<file path="src/rtl/dip_mode_counter_pkg.sv">
// Shared definitions for the DIP-selected mode counter: mode type and encodings.
package dip_mode_counter_pkg;

   typedef logic [1:0] mode_t;

   localparam mode_t MODE_HOLD   = 2'b00;
   localparam mode_t MODE_UP     = 2'b01;
   localparam mode_t MODE_DOWN   = 2'b10;
   localparam mode_t MODE_BOUNCE = 2'b11;

endpackage

</file>
<file path="src/rtl/dip_mode_counter_if.sv">
// Board-side bundle of the mode counter: DIP preset, mode/load controls, LED outputs.
interface dip_mode_counter_if #(
   parameter int WIDTH = 8
);
   import dip_mode_counter_pkg::*;

   logic [WIDTH-1:0] DPSwitch;
   mode_t            mode;
   logic             load;
   logic [WIDTH-1:0] outleds;
   logic             dir;
   logic             tc;

   modport master (output DPSwitch, mode, load, input outleds, dir, tc);
   modport slave  (input DPSwitch, mode, load, output outleds, dir, tc);

endinterface

</file>
<file path="src/rtl/dip_mode_counter_tick_prescaler.sv">
// Free-running divider: one-cycle tick every TICK_DIV clocks, restartable via clr.
module tick_prescaler #(
   parameter int TICK_DIV = 4
) (
   input  logic clk,
   input  logic reset,
   input  logic clr,
   output logic tick
);

   // A one-bit counter parked at zero covers TICK_DIV == 1 (tick every cycle).
   localparam int            CW   = (TICK_DIV > 1) ? $clog2(TICK_DIV) : 1;
   localparam logic [CW-1:0] LAST = CW'(TICK_DIV - 1);
   localparam logic [CW-1:0] ONE  = CW'(1);

   logic [CW-1:0] cnt_q;

   assign tick = (cnt_q == LAST);

   always_ff @(posedge clk or negedge reset) begin
      if (!reset) begin
         cnt_q <= '0;
      end else if (clr || tick) begin
         cnt_q <= '0;
      end else begin
         cnt_q <= cnt_q + ONE;
      end
   end

endmodule

</file>
<file path="src/rtl/dip_mode_counter.sv">
// Prescaled LED counter with hold/up/down/bounce modes, edge-triggered DIP preset load
// and a one-cycle terminal-count pulse.
module dip_mode_counter
   import dip_mode_counter_pkg::*;
#(
   parameter int WIDTH    = 8,
   parameter int TICK_DIV = 4,
   parameter int SATURATE = 0
) (
   input  logic                clk,
   input  logic                reset,
   dip_mode_counter_if.slave   bus
);

   localparam logic [WIDTH-1:0] CNT_MAX    = '1;
   localparam logic [WIDTH-1:0] CNT_MAX_M1 = {{(WIDTH-1){1'b1}}, 1'b0};
   localparam logic [WIDTH-1:0] CNT_ONE    = WIDTH'(1);
   localparam bit               SAT        = (SATURATE != 0);

   logic             load_q;
   logic             ld;
   logic             tick;
   logic [WIDTH-1:0] count_q, count_d;
   logic             dir_q, dir_d;
   logic             tc_q, tc_d;

   assign ld = bus.load & ~load_q;

   // A load restarts the prescaler so the first step after a preset is a full period away.
   tick_prescaler #(
      .TICK_DIV (TICK_DIV)
   ) u_prescaler (
      .clk   (clk),
      .reset (reset),
      .clr   (ld),
      .tick  (tick)
   );

   always_comb begin
      count_d = count_q;
      dir_d   = dir_q;
      tc_d    = 1'b0;
      if (ld) begin
         count_d = bus.DPSwitch;
      end else if (tick) begin
         case (bus.mode)
            MODE_UP: begin
               dir_d = 1'b1;
               if (count_q != CNT_MAX) begin
                  count_d = count_q + CNT_ONE;
                  tc_d    = SAT && (count_q == CNT_MAX_M1);
               end else if (!SAT) begin
                  count_d = '0;
                  tc_d    = 1'b1;
               end
            end
            MODE_DOWN: begin
               dir_d = 1'b0;
               if (count_q != '0) begin
                  count_d = count_q - CNT_ONE;
                  tc_d    = SAT && (count_q == CNT_ONE);
               end else if (!SAT) begin
                  count_d = CNT_MAX;
                  tc_d    = 1'b1;
               end
            end
            MODE_BOUNCE: begin
               // Bounce turns around at the rails regardless of SATURATE.
               if (dir_q) begin
                  if (count_q == CNT_MAX) begin
                     count_d = CNT_MAX_M1;
                     dir_d   = 1'b0;
                     tc_d    = 1'b1;
                  end else begin
                     count_d = count_q + CNT_ONE;
                  end
               end else begin
                  if (count_q == '0) begin
                     count_d = CNT_ONE;
                     dir_d   = 1'b1;
                     tc_d    = 1'b1;
                  end else begin
                     count_d = count_q - CNT_ONE;
                  end
               end
            end
            default: begin
               count_d = count_q;
            end
         endcase
      end
   end

   always_ff @(posedge clk or negedge reset) begin
      if (!reset) begin
         load_q  <= 1'b0;
         count_q <= '0;
         dir_q   <= 1'b1;
         tc_q    <= 1'b0;
      end else begin
         load_q  <= bus.load;
         count_q <= count_d;
         dir_q   <= dir_d;
         tc_q    <= tc_d;
      end
   end

   assign bus.outleds = count_q;
   assign bus.dir     = dir_q;
   assign bus.tc      = tc_q;

endmodule

</file>
<file path="src/flat_wrapper.sv">
// flat-port wrapper written by rule: the top's interface ports become plain ports
module dip_mode_counter_flat import dip_mode_counter_pkg::*;
#(
   parameter int WIDTH    = 8,
   parameter int TICK_DIV = 4,
   parameter int SATURATE = 0
)
  (clk, reset, bus_DPSwitch, bus_mode, bus_load, bus_outleds, bus_dir, bus_tc);
  dip_mode_counter_if #(.WIDTH(WIDTH)) bus_i ();
  input  logic clk;
  input  logic reset;
  input wire logic [$bits(bus_i.DPSwitch)-1:0] bus_DPSwitch;
  input wire logic [$bits(bus_i.mode)-1:0] bus_mode;
  input wire logic [$bits(bus_i.load)-1:0] bus_load;
  output wire logic [$bits(bus_i.outleds)-1:0] bus_outleds;
  output wire logic [$bits(bus_i.dir)-1:0] bus_dir;
  output wire logic [$bits(bus_i.tc)-1:0] bus_tc;
  assign bus_i.DPSwitch = bus_DPSwitch;
  assign bus_i.mode = bus_mode;
  assign bus_i.load = bus_load;
  assign bus_outleds = bus_i.outleds;
  assign bus_dir = bus_i.dir;
  assign bus_tc = bus_i.tc;
  dip_mode_counter #(.WIDTH(WIDTH), .TICK_DIV(TICK_DIV), .SATURATE(SATURATE)) u_core (.clk(clk), .reset(reset), .bus(bus_i));
endmodule
</file>
<file path="config.mk">
export PLATFORM = sky130hd
export DESIGN_NAME = dip_mode_counter_flat
export DESIGN_NICKNAME = d
export VERILOG_FILES = /design/src/rtl/dip_mode_counter_pkg.sv /design/src/rtl/dip_mode_counter_if.sv /design/src/rtl/dip_mode_counter_tick_prescaler.sv /design/src/rtl/dip_mode_counter.sv /design/src/flat_wrapper.sv
export SDC_FILE = /design/constraint.sdc
export NUM_CORES = 1
export LEC_CHECK = 0
export CAP_MARGIN = 25
export CORE_UTILIZATION = 53
export CTS_BUF_LIST = sky130_fd_sc_hd__clkbuf_4 sky130_fd_sc_hd__clkbuf_8 sky130_fd_sc_hd__clkbuf_16
export DETAILED_ROUTE_END_ITERATION = 10
export GPL_ROUTABILITY_DRIVEN = 0
export PLACE_DENSITY = 0.88
export SYNTH_ARGS = -nofsm -noshare
export SYNTH_HDL_FRONTEND = slang
export SYNTH_SLANG_ARGS = --single-unit
</file>
<file path="constraint.sdc">
create_clock -name clk -period 2.4 [get_ports clk]
set_clock_uncertainty 0.1 [all_clocks]
set_input_delay 0.24 -clock clk [delete_from_list [all_inputs] [get_ports clk]]
set_output_delay 0.24 -clock clk [all_outputs]
set_load 0.02 [all_outputs]
</file>
Yosys cells after proc, flatten, opt, wreduce, memory -nomap -nowiden

Index checks and enable logic that the tools add are counted.

Input bits: 13
Bits in registers: 13
Output and inout port bits: 10
Logic and storage cells: 45

Add/subtract/negate cells: 3
Reduce and logical (&&, ||, !) cells: 8
Equal/unequal tests: 6
Muxes and demuxes: 20
Bitwise operators: 3

Operator list:

| kind                                             | number |
|---|---|
| two-way mux 8 bit                                | 7 |
| one-hot mux 8 bit (3 select lines)               | 1 |
| two-way mux 1 bit                                | 9 |
| adder 8 x 1 -> 8 bit, second input constant      | 1 |
| == test 8 bit, second input constant             | 1 |
| logical NOT 8 bit                                | 1 |
| != test 8 bit, second input constant             | 1 |
| nonzero test 8 bit                               | 1 |
| subtractor 8 x 1 -> 8 bit, second input constant | 1 |
| == test 2 bit, second input constant             | 3 |
| one-hot mux 1 bit (3 select lines)               | 2 |
| nonzero test 4 bit                               | 1 |
| AND reduction 3 bit                              | 1 |
| nonzero test 3 bit                               | 1 |
| adder 2 x 1 -> 2 bit, second input constant      | 1 |
| == test 2 x 1 -> 1 bit, second input constant    | 1 |
| two-way mux 2 bit                                | 1 |
| NOT 1 bit                                        | 2 |
| AND reduction 2 bit                              | 1 |
| nonzero test 2 bit                               | 1 |
| bitwise AND 1 bit                                | 1 |
| logical OR 1 bit                                 | 1 |

Depth between registers and ports, before layout

Gate-level depths: netlist of the first run.

Depth after elaboration: 6
Depth in mapped cells: 8
Gate-level depth less buffers: 7

Cells and area by module

A second synthesis of the first run with hierarchy kept.

Cell total of the unflattened synthesis: 165
Area, all modules: 1283.7 um^2

By module, submodules not included:

| module           | cells each | times used | area each (um^2) | seq. area each (um^2) |
|---|---|---|---|---|
| dip_mode_counter | 160        | 1          | 1198.6           | 276.5 |
| tick_prescaler   | 5          | 1          | 85.1             | 50.0 |

Least setup slack after synthesis of the first run

OpenSTA, ideal clock, no wires.

Path kind: register to register
From: register u_core.count_q[1] (netlist: u_core.bus.outleds[1])
To: register u_core.count_q[4] (netlist: u_core.bus.outleds[4])
Slack: 0.196 ns
Clock period less this slack: 2.204 ns
Setup time: 0.076 ns
Data arrival time: 2.028 ns
Buffers on the path: 1
Required time: 2.224 ns
Stages on the path, launching flop included: 9
Cell sequence: dfrtp_1 -> clkbuf_1 -> inv_1 -> ha_1 -> or4b_4 -> nor3_4 -> a21oi_1 -> nor4b_1 -> o21ai_1

Cells in the longest elaborated chain, start to end: 6
Elaborated cells between the ends (all ways): 14
Classes of those cells: 2 x add/sub; 2 x eq/ne; 8 x mux; 2 x reduce/logical

Ends and longest elaborated chain:

| what                                              | line                                           | source |
|---|---|---|
| start: declaration                                | dip_mode_counter.sv:23                         | `logic [WIDTH-1:0] count_q, count_d;` |
| start signal: assignment                          | dip_mode_counter.sv:102                        | `count_q <= count_d;` |
| subtractor 8 x 1 -> 8 bit (tied with other cells) | dip_mode_counter.sv:60, dip_mode_counter.sv:83 |  |
| two-way mux 8 bit, on equally long branches       | dip_mode_counter.sv:78, dip_mode_counter.sv:70 |  |
| two-way mux 8 bit                                 | dip_mode_counter.sv:69                         | `if (dir_q) begin` |
| one-hot mux 8 bit (3 select lines) *              | dip_mode_counter.sv:46                         | `case (bus.mode)` |
| two-way mux 8 bit *                               | dip_mode_counter.sv:45                         | `end else if (tick) begin` |
| two-way mux 8 bit *                               | dip_mode_counter.sv:43                         | `if (ld) begin` |

Every way passes the cells marked *; elsewhere a longest branch is shown, timed or not. The select of a mux whose other input is x is not followed.
A chain may end at the register's enable or synchronous reset.

Worst setup path after layout of the first run

From: register u_core.count_q[1] (netlist: u_core.bus.outleds[1])
To: register u_core.count_q[6] (netlist: u_core.bus.outleds[6])

Same word-level chain as after synthesis.

==> results.txt, run 1 <==
The critical path goes through inv_1, ha_2, or4b_4, nor3_2, a311oi_1, a211oi_1, a2bb2oi_1. After Yosys synthesis, full adders, half adders and majority gates account for roughly 2.7% of the synthesized area. The clock net sink count is 13. Buffers inserted during clock tree synthesis total 3. The wire length of the first global-routing pass is about 7000 µm.

The tree is rooted in a sky130_fd_sc_hd__clkbuf_4. The worst path needs 2.33 ns of the cycle, external delays included. Setup repair after global routing left no endpoint under its margin. The static leakage came out at 0.631 nW. After floorplanning, the core was sized to cover between 2000 and 2500 µm². In the finished design, the share of the clock period the worst path needs comes to between 90% and 100%. The run finished with clean final reports. The proportion of register bits with asynchronous set or reset after synthesis is 100%. Counting buffers and inverters, the worst setup path is 7 cells deep.

Counting both buffers and inverters, the worst setup path holds a total of 1. In the routed design, unresolved DRC markers number 0. The internal reg-to-reg setup slack is 0.07 ns. The number of warnings printed during yosys synthesis came out at 0.

The count of distinct cell types in the synthesized netlist came out at 57. By startpoint and endpoint, the worst setup path is classified as reg2reg. The x dimension of the die is between 50 and 60 µm. The number of max-slew violations in the final report came out at 0. The number of nets still failing antenna checks after routing came out at 0. The post-CTS setup buffer count came out at 0. The maximum number of pins on one net before global-route repair is 21. The length in cells of the worst reg-to-reg path came out at 7. After synthesis, the largest family of logic cells by area is compound AO/OA/AOI/OAI gates.

The portion of the post-synthesis area used by sequential elements is 23.5%. The number of buffers on the longest clock path came out at 2. The area fraction in compound gates after synthesis is between 30% and 40%. The largest total area in the synthesized netlist belongs to sky130_fd_sc_hd__dfrtp_1.

The post-synthesis net count came out at about 200. The number of cells after detailed placement came out at 232. The area of the mapped netlist is 1390 µm². STA classifies the critical path startpoint as a flip-flop. The average vias per placed instance came out at ~7.3. The mean routed wirelength per cell is 18.9 µm. The mux share of post-synthesis cell area came out at 0%. The power density of the placed cells is between 1000 and 1500 nW/µm².

The tool flagged a number of max-cap violations equal to 0. The HPWL reported at the end of detailed placement came out at ~3100 µm. The synthesized design contains 13 register bits. The area of the die is 2830 µm². The number of placement rows came out at 18. The most used standard cell by instance count after synthesis is sky130_fd_sc_hd__nand2_1. The overall power of the completed layout came out at between 1.5 and 2 mW. The layout cell share with drive strength beyond 1 is between 10% and 20%.

Counting instances in the post-synthesis netlist gives the leading cell types as 18 x sky130_fd_sc_hd__nand2_1, 14 x sky130_fd_sc_hd__a21oi_1, 12 x sky130_fd_sc_hd__dfrtp_1. Leaving out filler cells and counting taps, the final layout contains roughly 240. Compared with the post-synthesis result, the final layout area differs by 20.9%. In this run the biggest area consumer among cell types represents 21.6% of the synthesized area.

The largest single stage delay on the critical path is 0.53 ns. The slew at the pin closest to its max-slew limit came out at roughly 0.65 ns. Measured along the y axis, the die boundary spans about 53 µm.

The number of endpoints with negative hold slack in the final report came out at 0. The share of the core filled with cells in the final layout came out at 67.8%. The clock reaches the later pin of the worst-skew pair after ~0.30 ns. The overall via count from detail_route is between 1500 and 2000.

The count of inserted antenna diode cells is 0. The leading register cell type out of synthesis is sky130_fd_sc_hd__dfrtp_1. Tracing the worst setup path back leads to its startpoint at u_core.bus.outleds[1]. In this run the critical register-to-register path is captured at u_core.bus.outleds[6]. The top achievable clock speed is approximately 430 MHz.

The initial antenna violation count is 0. The data arrival at the endpoint of the critical path came out at 2.44 ns. The total congestion overflow after global routing is 0. The worst register-to-register path begins at u_core.bus.outleds[1]. The clock tree from TritonCTS is built. In this run the worst hold path is classified as in2async. STA classifies the critical path endpoint as a flip-flop. VDD sags by at most between 700 and 800 µV. The required time at the endpoint of the critical path came out at ~2.5 ns.

By area the synthesized netlist is led by sky130_fd_sc_hd__dfrtp_1 22%, sky130_fd_sc_hd__a21oi_1 5.0%, sky130_fd_sc_hd__nand2_1 4.9%, sky130_fd_sc_hd__o21ai_0 4.0%, sky130_fd_sc_hd__nor3_1 3.6%. In this run the count of I/O pins placed on the die edge is 23. The final count of negative-setup-slack endpoints came out at 0. Clock-pin slew was measured on the worst setup and hold paths at 0.09 ns. The post-route worst hold slack came out at 0.236 ns. The effective utilization at floorplan is between 50% and 60%. The xor and xnor area share after synthesis came out at 0.630%. The post-synthesis simple-gate area fraction is ~29%. The pre-antenna-repair detailed-routing pass consisted of 6 iterations. The via count of the first global-routing pass was around 1500. The total negative slack came out at 0 ns.

On the critical path, the stage with the largest delay is an instance of sky130_fd_sc_hd__or4b_4. The overall global routing resource usage is between 30% and 40%. Yosys mapped a number of flops with a built-in enable equal to 0. The CTS H-tree depth came out at 1.

The number of input and output port buffers inserted came out at 22. The number of nets in the finished design came out at about 220. Among cell families on the critical path, the largest total delay comes from simple AND/OR/NAND/NOR gates. Following the worst setup path forward leads to its endpoint at u_core.bus.outleds[6]. Synthesis produced a netlist whose cell count is roughly 190. Measured against its own limit, the worst slew margin works out to between 50% and 60%.

After synthesis, the mean cell area works out to 7.39 µm². For this block, the routed nets add up to roughly 4500 µm of wire. The biggest fanout along the worst timing path came out at 10. The initial DRC count is 160.
sequential cells by signal, indices dropped and copies added, names as in the netlist:
signal / count
u_core.bus.dir: 1
u_core.bus.outleds: 8
u_core.bus.tc: 1
u_core.load_q: 1
u_core.u_prescaler.cnt_q: 2
final cells by class:
type	count	area [µm²]
well taps	30	37.5
inverters	7	26.3
repair buffers	34	310
multi-input cells	148	948
fillers	216	797
flip-flops and latches	13	328
clock buffers	4	30.0
worst register-to-register path: stages, from the launching register on:
cell                        delay, ns
sky130_fd_sc_hd__dfrtp_2         0.48
sky130_fd_sc_hd__inv_1           0.10
sky130_fd_sc_hd__ha_2            0.24
sky130_fd_sc_hd__or4b_4          0.53
sky130_fd_sc_hd__nor3_2          0.17
sky130_fd_sc_hd__a311oi_1        0.07
sky130_fd_sc_hd__a211oi_1        0.30
sky130_fd_sc_hd__a2bb2oi_1       0.24
worst min path at each step:
stage / from / endpoint / slack, ns
after floorplan: reset / u_core.bus.outleds[0] / -0.16
after global placement: u_core.u_prescaler.cnt_q[0] / u_core.u_prescaler.cnt_q[0] / 0.33
after detailed placement: u_core.u_prescaler.cnt_q[0] / u_core.u_prescaler.cnt_q[0] / 0.33
after CTS: reset / u_core.bus.outleds[4] / 0.26
after global routing: reset / u_core.bus.outleds[2] / 0.28
final: reset / u_core.bus.outleds[4] / 0.24
where the power goes:
part / switching (mW) / internal (mW)
combinational: 0.617 / 0.478
sequential: 0.220 / 0.307
clock: 0.0842 / 0.0762
total: 0.921 / 0.861
layout by cell type, fill, tap and decap left out, types with 4 or more instances in the layout:
cell	Yosys	final
sky130_fd_sc_hd__a21oi_1	14	14
sky130_fd_sc_hd__a31oi_1	5	5
sky130_fd_sc_hd__buf_4	0	12
sky130_fd_sc_hd__clkbuf_4	0	4
sky130_fd_sc_hd__clkdlybuf4s50_1	0	22
sky130_fd_sc_hd__dfrtp_1	12	11
sky130_fd_sc_hd__inv_1	7	7
sky130_fd_sc_hd__nand2_1	18	18
sky130_fd_sc_hd__nand3_1	4	4
sky130_fd_sc_hd__nor2_1	9	9
sky130_fd_sc_hd__nor3_1	10	10
sky130_fd_sc_hd__o21ai_0	11	11
sky130_fd_sc_hd__o21ai_1	4	4
sky130_fd_sc_hd__o31ai_1	5	5
stage by stage:
| stage | area [µm²] | worst slack, ns |
|---|---|---|
| finish | 1680 | 0.0672 |
| global placement | 1650 | 0.275 |
| global route | 1680 | 0.0171 |
| detailed placement | 1650 | 0.113 |
| CTS | 1680 | 0.0789 |
| floorplan | 1390 | 0.196 |
logic make-up (layout without fill, tap and decap cells):
group                    Yosys count  count (layout)
flip-flops                        13              13
AND/OR/NAND/NOR                   71              71
AO/OA/AOI/OAI                     73              73
adder cells (fa/ha/maj)            3               3
XOR/XNOR                           1               1
buffers and inverters             27              45
what timing repair did:
action,4_1_cts,5_1_grt
resized for setup,0,2
endpoints found under the setup margin,0,5
hold buffers,0,0
per-layer routing:
| layer | track usage (%) | part of all wire (%) | up-vias |
|---|---|---|---|
| li1 | - | - | 753 |
| met1 | 45.7 | 39 | 771 |
| met2 | 51.2 | 44 | 143 |
| met3 | 7.18 | 12 | 45 |
| met4 | 20.2 | 5.1 | 0 |
| met5 | 0 | 0 | - |
Note: power is estimated with default switching activity, not from simulation.
==> inputs of run 2 (changes only) <==
- CAP_MARGIN: 25 -> 20
- CORE_UTILIZATION: 53 -> 57
- PLACE_DENSITY: 0.88 -> 0.94
- clock period: 2.4 -> 2.9 ns (I/O delays scaled with it)
==> results.txt, run 2 (synthesis gave the netlist of run 1 again) <==
The x dimension of the die is just over 50 µm. The number of input and output port buffers inserted came out at 22. The static leakage came out at roughly 0.6 nW. The biggest fanout along the worst timing path came out at 12. The routed layout has ~1600 vias. The number of max-slew violations in the final report came out at 0. After filler insertion, the fill cell instance count of the layout stands at approximately 190. Data arrives at the worst endpoint at ~2.5 ns. The floorplan has 17 rows. The mean routed wirelength per cell came out at approximately 18 µm.

The detailed router finished its first iteration with roughly 160 violations. The first global-routing pass estimated about 6500 µm of wire. The power density of the placed cells is roughly 860 nW/µm². In this run the number of H-tree levels came out at 1. The required time at the endpoint of the critical path is around 3.0 ns. The slowest library cell on the worst path is sky130_fd_sc_hd__or4b_4.

Leaving out fill and tap cells, the most frequent cell in the layout is sky130_fd_sc_hd__clkdlybuf4s50_1. Entering global routing, the biggest net connects 21 pins. The flow ran to the end, and the final reports show no timing, DRC or antenna violations. The clock slew at the register clock pins of the worst setup and hold paths came out at about 0.08 ns.

The final wirelength came out at around 3900 µm. Counting the buffers created by CTS gives 3. The number of top-level pins came out at 23. The repair_antennas step left the layout with diodes totalling 0. The length in cells of the worst reg-to-reg path is 7. The clock insertion delay at the later pin of the skew report is 0.27 ns. Walking the worst path, the cells encountered are inv_1, ha_1, or4b_4, nor3_4, a21oi_1, nor4b_1, o21ai_1.

The overall global routing resource usage came out at 32.4%. Setup violations remaining at the end of the flow were counted as 0. The worst setup path is captured at a flip-flop. The worst register-to-register path begins at u_core.bus.outleds[0].

The total negative slack is 0 ns. The worst voltage drop across the vdd grid is about 730 µV. The number of buffers on the longest clock path is 2.

The end of the worst register-to-register path is u_core.bus.outleds[4]. In this run the worst hold path is classified as in2async. For the pin with the worst max-slew slack, the measured transition is roughly 0.75 ns. The number of hold-repair buffers added at the cts stage came out at 0. The setup check on the worst reg-to-reg path leaves a slack of about 0.5 ns.

The die covers 2640 µm². TritonCTS built the clock tree. The number of endpoints with negative hold slack in the final report came to 0. The number of gates resized after cts is 0. The initial antenna violation count came to 0. The total area of multi-input combinational cells is 946 µm².

The core area came out at roughly 2300 µm². The sequential cell area came out at about 330 µm². The via count of the first global-routing pass is approximately 1400. The number of nets in the finished design is 213. The post-CTS setup buffer count is 0. The worst pin sits at a relative slew slack of 49.5%.

The shortest period the worst path allows is between 2 and 2.5 ns. Across the run, the number of max-cap violations was 0. The delay of the slowest cell on the worst path came out at 0.56 ns. By startpoint and endpoint, the worst setup path is classified as reg2reg. Dividing the detail-routed via count by the number of cells gives 7.12. The die is 51.4 µm tall.

For this design, the sink count on the clock tree is 13. STA classifies the critical path startpoint as a flip-flop. The top cell types in the final layout, fill and taps aside, are 22 x sky130_fd_sc_hd__clkdlybuf4s50_1, 18 x sky130_fd_sc_hd__nand2_1, 14 x sky130_fd_sc_hd__a21oi_1.

Summed over all layers, the global routing overflow is 0. After detailed routing, the number of remaining DRC violations is 0. The overall power of the completed layout came out at 1.37 mW. Compared with the post-synthesis result, the final layout area differs by 15.0%. Cells with a size suffix above 1 make up a little under a tenth of the layout. Based on the critical path, the design can be clocked at up to 416 MHz.

Setup repair after global routing left no endpoint under its margin. The HPWL reported at the end of detailed placement came out at between 2000 and 3000 µm. The buffer type at the clock tree root is sky130_fd_sc_hd__clkbuf_4. The share of the clock period used by the worst path after layout is about 83%. The number of nets still failing antenna checks after routing is 0. The effective utilization at floorplan came out at between 60% and 70%.

The flip-flop count of the largest register after layout came out at 8. The iteration count of the initial detailed-routing pass is 5.
==> run 2: layout make-up <==
class	instances	area share, %
multi-input combinational	148	59.2
sequential	13	20.4
timing repair buffer	24	14.7
tap	28	2.19
clock buffer	4	1.88
inverter	7	1.64
==> run 2: how the worst max path moves through the flow <==
stage,startpoint,endpoint,slack [ns]
global placement,bus_mode[0],u_core.bus.outleds[4],0.38
global route,u_core.bus.outleds[0],u_core.bus.outleds[4],0.35
detailed placement,bus_mode[0],u_core.bus.outleds[4],0.41
finish,u_core.bus.outleds[0],u_core.bus.outleds[4],0.50
CTS,u_core.bus.outleds[0],u_core.bus.outleds[4],0.52
floorplan,u_core.bus.outleds[1],u_core.bus.outleds[4],0.70
==> run 2: stage by stage <==
step	cells	setup slack, ns	utilization, %	hold slack, ns	cell area, µm²
after floorplan	188	0.696	-	-0.106	1390
after global placement	220	0.380	69.6	0.326	1570
after detailed placement	220	0.409	69.6	0.334	1570
after CTS	224	0.525	70.9	0.294	1600
after global routing	224	0.348	70.9	0.316	1600
final	224	0.496	70.9	0.277	1600
==> run 2: critical path, delay by kind of cell, from the launching register on <==
family | cells | cell delay, ns
adder cells (fa/ha/maj) | 1 | 0.27
AND/OR/NAND/NOR | 3 | 1.01
buffers and inverters | 1 | 0.12
flip-flops | 1 | 0.52
AO/OA/AOI/OAI | 2 | 0.32
==> run 2: report_power, final <==
group	switching [mW]	internal, mW
logic	0.429	0.345
clock network	0.0571	0.0626
registers	0.226	0.251
==> run 2: layer usage <==
layer | vias to the layer above | global-route usage [%] | part of all wire, %
li1 | 724 | - | -
met1 | 720 | 45.5 | 39
met2 | 133 | 53.0 | 47
met3 | 18 | 1.79 | 11
met4 | 0 | 9.91 | 2.7
met5 | - | 0 | 0
==> inputs of run 3 (changes only) <==
- CORE_UTILIZATION: 57 -> 48
- PLACE_DENSITY: 0.94 -> 0.85
- clock period: 2.9 -> 2.1 ns (I/O delays scaled with it)
==> results.txt, run 3 (synthesis gave the netlist of run 1 again) <==
The flow ran to the end, and the final reports show no timing, DRC or antenna violations. The overall die height came out at 55.8 µm. The critical path's most frequent cell is sky130_fd_sc_hd__buf_4. The final critical path takes up between 90% and 100% of the cycle. The wire length of the first global-routing pass came out at 7650 µm. The power density of the placed cells is about 1300 nW/µm².

The completed layout was analyzed and its total power is about 2.4 mW. The critical path goes through buf_4, ha_4, and4_4, buf_4, nand2_1, a311oi_2, o21ai_2, a31oi_4. The sum of buffers and inverters on the critical path is 2.

Global routing used ~31% of the available tracks across all layers. In this run the clock root is driven by a sky130_fd_sc_hd__clkbuf_4. On the critical path the largest part of the delay comes from compound AO/OA/AOI/OAI gates. In the layout the commonest cells are 27 x sky130_fd_sc_hd__buf_4, 22 x sky130_fd_sc_hd__clkdlybuf4s50_1, 18 x sky130_fd_sc_hd__nand2_1. TritonCTS built the clock tree. The average vias per placed instance is around 7.4.

The max-cap violation count is 0. Once placement finished, the instance area stood at 1780 µm². Summed over all layers, the routed wires come to 5170 µm. 0 antenna diodes ended up in the layout.

The number of buffers on the longest clock path is 2. The core area is 2760 µm². In this run the number of H-tree levels came out at 1. The layout has between 150 and 200 filler cells. STA classifies the critical path endpoint as a flip-flop. The worst hold path belongs to the class in2async. The overall via count from detail_route came out at ~1900. The clock net sink count came out at 13. The mean routed wirelength per cell came out at 20.3 µm. The final count of negative-setup-slack endpoints is 0. After clock tree synthesis, the clock-pin slew on the worst setup and hold paths is about 0.09 ns.

For the pin with the worst max-slew slack, the measured transition is between 0.6 and 0.7 ns. Across the VDD grid, the largest voltage drop is 1000 µV. The number of clock buffers inserted by TritonCTS is 3. The x dimension of the die is 55.8 µm. The top achievable clock speed came out at approximately 480 MHz. The worst register-to-register path ends at u_core.bus.outleds[5]. Setup repair after global routing could not meet its margin everywhere. The number of top-level pins came out at 23. The startpoint type of the worst setup path is a flip-flop. The length in cells of the worst reg-to-reg path came out at 8. The via count of the first global-routing pass is between 1500 and 2000. The clock insertion delay at the later pin of the skew report is ~0.31 ns. For this configuration, the core starts out at a cell density of 50.4%. The maximum number of pins on one net before global-route repair came out at 17. The static leakage is between 0.7 and 0.8 nW. Detailed placement finished with a half-perimeter wire length of approximately 3400 µm.

The delay of the slowest cell on the worst path came out at 0.38 ns. The total congestion overflow after global routing is 0. The shortest period the worst path allows came out at between 2 and 2.5 ns.

The number of max-slew violations in the final report is 0. The number of nets in the finished design came out at 240. Once routing completed, OpenROAD measured the worst setup slack at ~0.023 ns. The number of hold-repair buffers added at the cts stage came out at 0. The initial DRC count came out at between 150 and 200.

The required time at the endpoint of the critical path came out at roughly 2.2 ns. The die covers between 3000 and 4000 µm². The initial antenna violation count is 0. The layout cell share with drive strength beyond 1 came out at roughly 27%.

The biggest fanout along the worst timing path is 9. The floorplan has 19 rows. The area overhead of the layout relative to synthesis came out at 37.2%. The setup slack after placement came out at -0.00219 ns. The class of the most critical setup path is reg2reg. The largest individual stage delay along the critical path comes from the cell sky130_fd_sc_hd__dfrtp_2. The remaining max-slew budget at the tightest pin came out at between 50% and 60%.

The number of nets still failing antenna checks after routing came out at 0. The residual DRC count is 0. The worst register-to-register path begins at u_core.bus.outleds[1].

The number of endpoints with negative hold slack in the final report came to 0. STA puts the critical path data arrival time at 2.20 ns. The number of input and output port buffers inserted is 22.

The internal reg-to-reg setup slack came out at between 0.02 and 0.025 ns. The most frequent standard cell in the layout excluding fill and tap cells is sky130_fd_sc_hd__buf_4. The register with the most flip-flops in the layout has 8 of them. The first detailed-routing pass took 5 iterations.

The share of the core filled with cells in the final layout is 69.1%. The final standard cell area without fillers came out at ~1900 µm². The post-route worst hold slack came out at between 0.2 and 0.25 ns.
## run 3: area by class of cell
cell class | instances | area [µm²] | area share (%)
repair buffers | 51 | 454 | 23.8
clock buffers | 4 | 30.0 | 1.57
multi-input cells | 148 | 1030 | 53.9
flip-flops and latches | 13 | 330 | 17.3
inverters | 7 | 26.3 | 1.38
well taps | 31 | 38.8 | 2.03
## run 3: worst reg2reg max path: cells and delay by family, from the launching register on
family | cells | cell delay [ns]
and+or+nand+nor | 2 | 0.35
AOI/OAI and AO/OA | 3 | 0.64
DFF | 1 | 0.38
buffers and inverters | 2 | 0.33
adders and majority gates | 1 | 0.17
## run 3: where the power goes
group,total [mW],switching [mW],internal [mW]
sequential,0.514,0.159,0.355
combinational,1.71,0.949,0.761
clock,0.186,0.0985,0.0873
## run 3: how the worst max path moves through the flow
stage	depth (start not counted)	end	slack [ns]	start
floorplan	8	u_core.bus.outleds[6]	0.0003	u_core.bus.outleds[1]
global placement	6	u_core.bus.outleds[3]	0.06	bus_mode[0]
detailed placement	7	u_core.bus.outleds[3]	-0.002	u_core.bus.outleds[0]
CTS	7	u_core.bus.outleds[5]	0.0007	u_core.bus.outleds[0]
global route	7	u_core.bus.outleds[6]	-0.04	u_core.bus.outleds[1]
finish	8	u_core.bus.outleds[5]	0.02	u_core.bus.outleds[1]
## run 3: routing by layer
layer	GRT usage [%]	vias up	share of wire [%]
met1	40.1	848	34
li1	-	783	-
met3	2.79	51	13
met2	50.1	193	46
met5	0	-	0
met4	21.3	0	7.4
## run 3: repair_timing
item / 4_1_cts / 5_1_grt
resized for setup: 5 / 14
hold endpoints to repair: 0 / 0
endpoints found under the setup margin: 2 / 8
pin swaps: 1 / 10
setup buffers: 1 / 1
## run 3: stage by stage
step	TNS [ns]	instances
floorplan	0	188
global placement	0	248
detailed placement	-0.00219	248
CTS	0	253
global route	-0.161	254
finish	0	254
==> patch 1: new RTL, settings of run 1 <==
`SATURATE` is set to 0 in 2 places; all go to 1.
--- a/src/rtl/dip_mode_counter.sv
+++ b/src/rtl/dip_mode_counter.sv
@@ -6,5 +6,5 @@
    parameter int WIDTH    = 8,
    parameter int TICK_DIV = 4,
-   parameter int SATURATE = 0
+   parameter int SATURATE = 1
 ) (
    input  logic                clk,
--- a/src/flat_wrapper.sv
+++ b/src/flat_wrapper.sv
@@ -4,5 +4,5 @@
    parameter int WIDTH    = 8,
    parameter int TICK_DIV = 4,
-   parameter int SATURATE = 0
+   parameter int SATURATE = 1
 )
   (clk, reset, bus_DPSwitch, bus_mode, bus_load, bus_outleds, bus_dir, bus_tc);
Formal check against the unedited RTL: not equivalent (Yosys sat finds a counterexample within 10 cycles, from zero or initial values and one cycle with reset low).
==> patch 1 against run 1 <==
Clock power down 3%. Synthesized area fell by 4.0%. Combinational power up 6%. Total power up 4.0%. Non-clock buffer count rose by 2. Routed wire length fell by 3.2%. Die area fell by 3.8%. Setup slack better by 0.045 ns. Final area fell by 1.5%. Maximum frequency rose by 1.9%. Sequential cell count is the same. Sequential power grew 1%.
==> patch 1: results (changes against run 1) <==
[setup_path]
r2r-start=u_core.bus.outleds[3]$_DFFE_PN0P_
worstSetupEndpointType=flop
slowest_delay_ns=0.71  ; +0.18 ns
startpoint_type=flop
critical-path-top-delay-family=compound AO/OA/AOI/OAI gates
reg2reg_slack_ns=0.11  ; +0.04 ns
cp_max_fo=16  ; +6
crit_path_top_delay_cell=dfrtp_1
r2r.worst_path.cells=6  ; -1
rr_endpoint=u_core.bus.outleds[3]$_DFFE_PN0P_
cp_data_arrival_time_ns=2.42  ; -0.02 ns

[clock_tree]
cts_buffers=3  ; unchanged
cts_resized=0  ; unchanged
post_cts_buffers=0  ; unchanged
ctsHoldBuffers=0  ; unchanged
cts_root_buf=clkbuf_4
clk_path_buf_depth=2  ; unchanged
clkTransAtPathRegs_ns=0.10

[pwr]
ir_drop_mv=0.761  ; -4.6%
power.leakage_uw=0.000638  ; +1.2%

[detailed_routing]
dr.max_layer_used=met4
vias=1556  ; -9.1%
avgRoutedWirePerCell_um=19.4  ; +2.5%
wl_met2_um=2110  ; +7.2%
detail_route.iter0.violations=95  ; -41%
dr_wl_met3_um=512  ; -4.1%
wl_met1_um=1560  ; -10%
drt_first_pass_iters=6  ; unchanged

[finish]
drive_gt1_share_pct=12.8  ; -1.7 points
n_antenna_cell=0  ; unchanged
final_cell_count_no_fill=223  ; -5.5%
largest_reg_flops=8  ; unchanged

[synth]
synth_nets=188  ; -7.8%
synthTopCellsByArea=dfrtp_1 22%, ha_1 5.6%, o21ai_0 4.9%, a21oi_1 3.7%, nand2_1 3.4%
yosysTopAreaCell=dfrtp_1
synthTopCellsByCount=13 x o21ai_0, 12 x dfrtp_1, 12 x nand2_1
yosysWarnings=0  ; unchanged
seq_area_frac_synth_pct=24.5  ; +0.97 points
synth.distinct_cells=54  ; -5.3%
async_flop_share_pct=100  ; unchanged
syn_inst=169  ; -10%

[status]
status=complete, no violations

[hold_path]
hold_class=in -> async

[global_route]
use_met3_pct=12.5  ; +5.3 points
grt.total_usage_pct=35.8  ; +1.2 points
grt_pass1_wl_um=7030  ; +0.40%
grt_use_met2_pct=59.8  ; +8.6 points
use_met1_pct=38.4  ; -7.3 points
grt_max_degree=17  ; -19%

[place]
dp_hpwl_um=3060  ; -1.9%
portBuffers=22  ; unchanged

[sta]
slew_headroom_pct=55.0  ; -1.7 points

## patch 1: through the flow
step                utilization [%]  power, uW  setup slack [ns]  cell area, um^2
CTS                            71.8       1810            0.0865             1650
global placement               70.6       1600             0.171             1620
global route                   72.1       1970            0.0490             1660
finish                         72.1       1850             0.112             1660
floorplan                         -       1240             0.135             1340
detailed placement             70.6       1650             0.162             1620
## patch 1: worst min path at each step
stage	from	endpoint	slack, ns
after floorplan	reset	u_core.bus.outleds[0]$_DFFE_PN0P_	-0.16
after global placement	u_core.u_prescaler.cnt_q[0]$_DFF_PN0_	u_core.u_prescaler.cnt_q[0]$_DFF_PN0_	0.33
after detailed placement	u_core.u_prescaler.cnt_q[0]$_DFF_PN0_	u_core.u_prescaler.cnt_q[0]$_DFF_PN0_	0.35
after CTS	reset	u_core.load_q$_DFF_PN0_	0.25
after global routing	reset	u_core.u_prescaler.cnt_q[0]$_DFF_PN0_	0.27
final	reset	u_core.bus.tc$_DFF_PN0_	0.23
## patch 1: cell type report
class / instances / area, um^2
fill: 170 / 642
sequential: 13 / 327
clock buffer: 3 / 22.5
multi-input combinational: 134 / 911
inverter: 8 / 30.0
tap: 28 / 35.0
clock inverter: 1 / 5.00
timing repair buffer: 36 / 325
## patch 1: logic make-up after synthesis
kind of cell	count (synthesis)	share of synthesized area, %
xor gates and xnor gates	7	4.59
DFF	13	24.5
AOI/OAI and AO/OA	60	30.2
adders and majority gates	6	5.62
muxes	2	2.44
and+or+nand+nor	59	24.9
buffers and inverters	22	7.78
## patch 1: where the power goes
group | leakage, uW | internal, uW | switching (uW) | total (uW)
combinational | 0.000465 | 532 | 634 | 1170
clock | 0.0000177 | 62.3 | 92.2 | 155
sequential | 0.000155 | 309 | 224 | 533
==> patch 2: new RTL, flow settings as in run 1 <==
Without the edit above. Make the reset (`reset`) synchronous in 2 clocked blocks.
--- a/src/rtl/dip_mode_counter_tick_prescaler.sv
+++ b/src/rtl/dip_mode_counter_tick_prescaler.sv
@@ -18,5 +18,5 @@
    assign tick = (cnt_q == LAST);
 
-   always_ff @(posedge clk or negedge reset) begin
+   always_ff @(posedge clk) begin
       if (!reset) begin
          cnt_q <= '0;
--- a/src/rtl/dip_mode_counter.sv
+++ b/src/rtl/dip_mode_counter.sv
@@ -92,5 +92,5 @@
    end
 
-   always_ff @(posedge clk or negedge reset) begin
+   always_ff @(posedge clk) begin
       if (!reset) begin
          load_q  <= 1'b0;
Behaviour: differs if reset is asserted again (counterexample within 4 cycles, from zero or initial values and one cycle with reset low); with reset held inactive, the same outputs for 10 cycles.
==> patch 2 against run 1 <==
Synthesized area is 9.0% lower. Sequential cell count stayed put. Die area is 8.7% lower. Setup slack gained 0.0035 ns. Non-clock buffer count rose by 2. Final area is 6.3% lower. Hold slack better by 0.11 ns. Routed wire length fell by 9.0%. Sequential share of layout area is 2.7 points lower.
Power is not compared: it rests on default switching activity, and its combinational part moved more than twofold at a synthesized area within 25%.
==> patch 2: results (changes against run 1) <==
[status]
status=complete, no violations

[global_route]
grt_max_degree=19  ; -9.5%
grt_pass1_vias=1509  ; -0.46%
antenna_found_initial=0  ; unchanged
grt_use_met2_pct=57.1  ; +5.9 points
grt_pass1_wl_um=6670  ; -4.7%
use_met3_pct=8.93  ; +1.7 points
grt.total_usage_pct=34.4  ; -0.26 points
use_met1_pct=40.3  ; -5.4 points

[finish]
drive_gt1_share_pct=14.1  ; -0.42 points
nNetsFinal=215  ; -3.6%

[detailed_routing]
avgRoutedWirePerCell_um=18.0  ; -4.9%
dr_wl_met3_um=562  ; +5.2%
detail_route.iter0.violations=158  ; -1.3%
drt_first_pass_iters=5  ; -1
wl_met2_um=1840  ; -6.5%
vias=1552  ; -9.3%
wl_met1_um=1480  ; -14%

[place]
dp_hpwl_um=2860  ; -8.2%
place_ws_ns=0.109  ; -0.00435 ns

[setup_path]
cp_data_arrival_time_ns=2.41  ; -0.03 ns
crit_path_top_delay_cell=or4_4
slowest_delay_ns=0.51  ; -0.02 ns

[synth]
synth_xor_area_share_pct=2.08  ; +1.4 points
async_flop_share_pct=0  ; -100 points
synth.distinct_cells=49  ; -14%
synthTopCellsByCount=14 x a21oi_1, 14 x o21ai_0, 13 x dfxtp_1, 13 x nand2_1, 12 x clkbuf_1
synth_compound_area_share_pct=37.0  ; +1.6 points
synthTopCellsByArea=dfxtp_1 21%, a21oi_1 5.5%, o21ai_0 5.5%, a31oi_1 4.5%, nand3_1 4.0%
seq_area_frac_synth_pct=20.6  ; -2.9 points
synthFlopType=dfxtp_1
synth_nets=190  ; -6.9%

[sta]
worstMarginPinSlew_ns=0.545  ; -0.103 ns

[hold_path]
hold_class=reg -> reg

[pwr]
power.leakage_uw=0.000568

-- patch 2: cell types whose count changed in the layout (fill, tap and decap cells not counted), sizes merged, moves of 5 or more --
cell	run 1	this run
dfxtp	0	13
dfrtp	12	0
nand2	18	13
nand3	5	10
nor3	12	7
or3	1	6
-- patch 2: final cells by class --
class | count | area, um^2
tap | 28 | 35.0
timing repair buffer | 36 | 325
clock buffer | 3 | 22.5
sequential | 13 | 265
fill | 193 | 658
multi-input combinational | 139 | 900
clock inverter | 1 | 5.00
inverter | 6 | 22.5
-- patch 2: timing repair --
item | in CTS | in global routing
resized for setup | 0 | 1
hold buffers | 0 | 0
setup endpoints to repair | 0 | 1
-- patch 2: per-stage QoR --
stage               setup TNS, ns  area (um^2)  power, uW  util [%]  std cells
CTS                             0         1570        648      70.4        226
floorplan                       0         1270        414         -        174
detailed placement              0         1550        498      69.2        222
global route              -0.0162         1580        691      70.5        226
global placement                0         1550        490      69.2        222
finish                          0         1580        649      70.5        226
-- patch 2: path summary, 6_finish.rpt --
path	cells after the start	slack (ns)	start	to
worst min register to register	1	0.35	u_core.u_prescaler.cnt_q[0]$_SDFF_PP0_	u_core.u_prescaler.cnt_q[0]$_SDFF_PP0_
worst max-delay path	7	0.07	u_core.bus.outleds[0]$_SDFFE_PN0P_	u_core.bus.outleds[7]$_SDFFE_PN0P_
worst max register to register	7	0.07	u_core.bus.outleds[0]$_SDFFE_PN0P_	u_core.bus.outleds[7]$_SDFFE_PN0P_
worst min-delay path	1	0.35	u_core.u_prescaler.cnt_q[0]$_SDFF_PP0_	u_core.u_prescaler.cnt_q[0]$_SDFF_PP0_
-- patch 2: logic make-up after synthesis --
kind of cell    count (synthesis)
compound gates                 68
simple gates                   65
buf+inv                        22
flops                          13
xor+xnor                        3
fa+ha+maj                       3
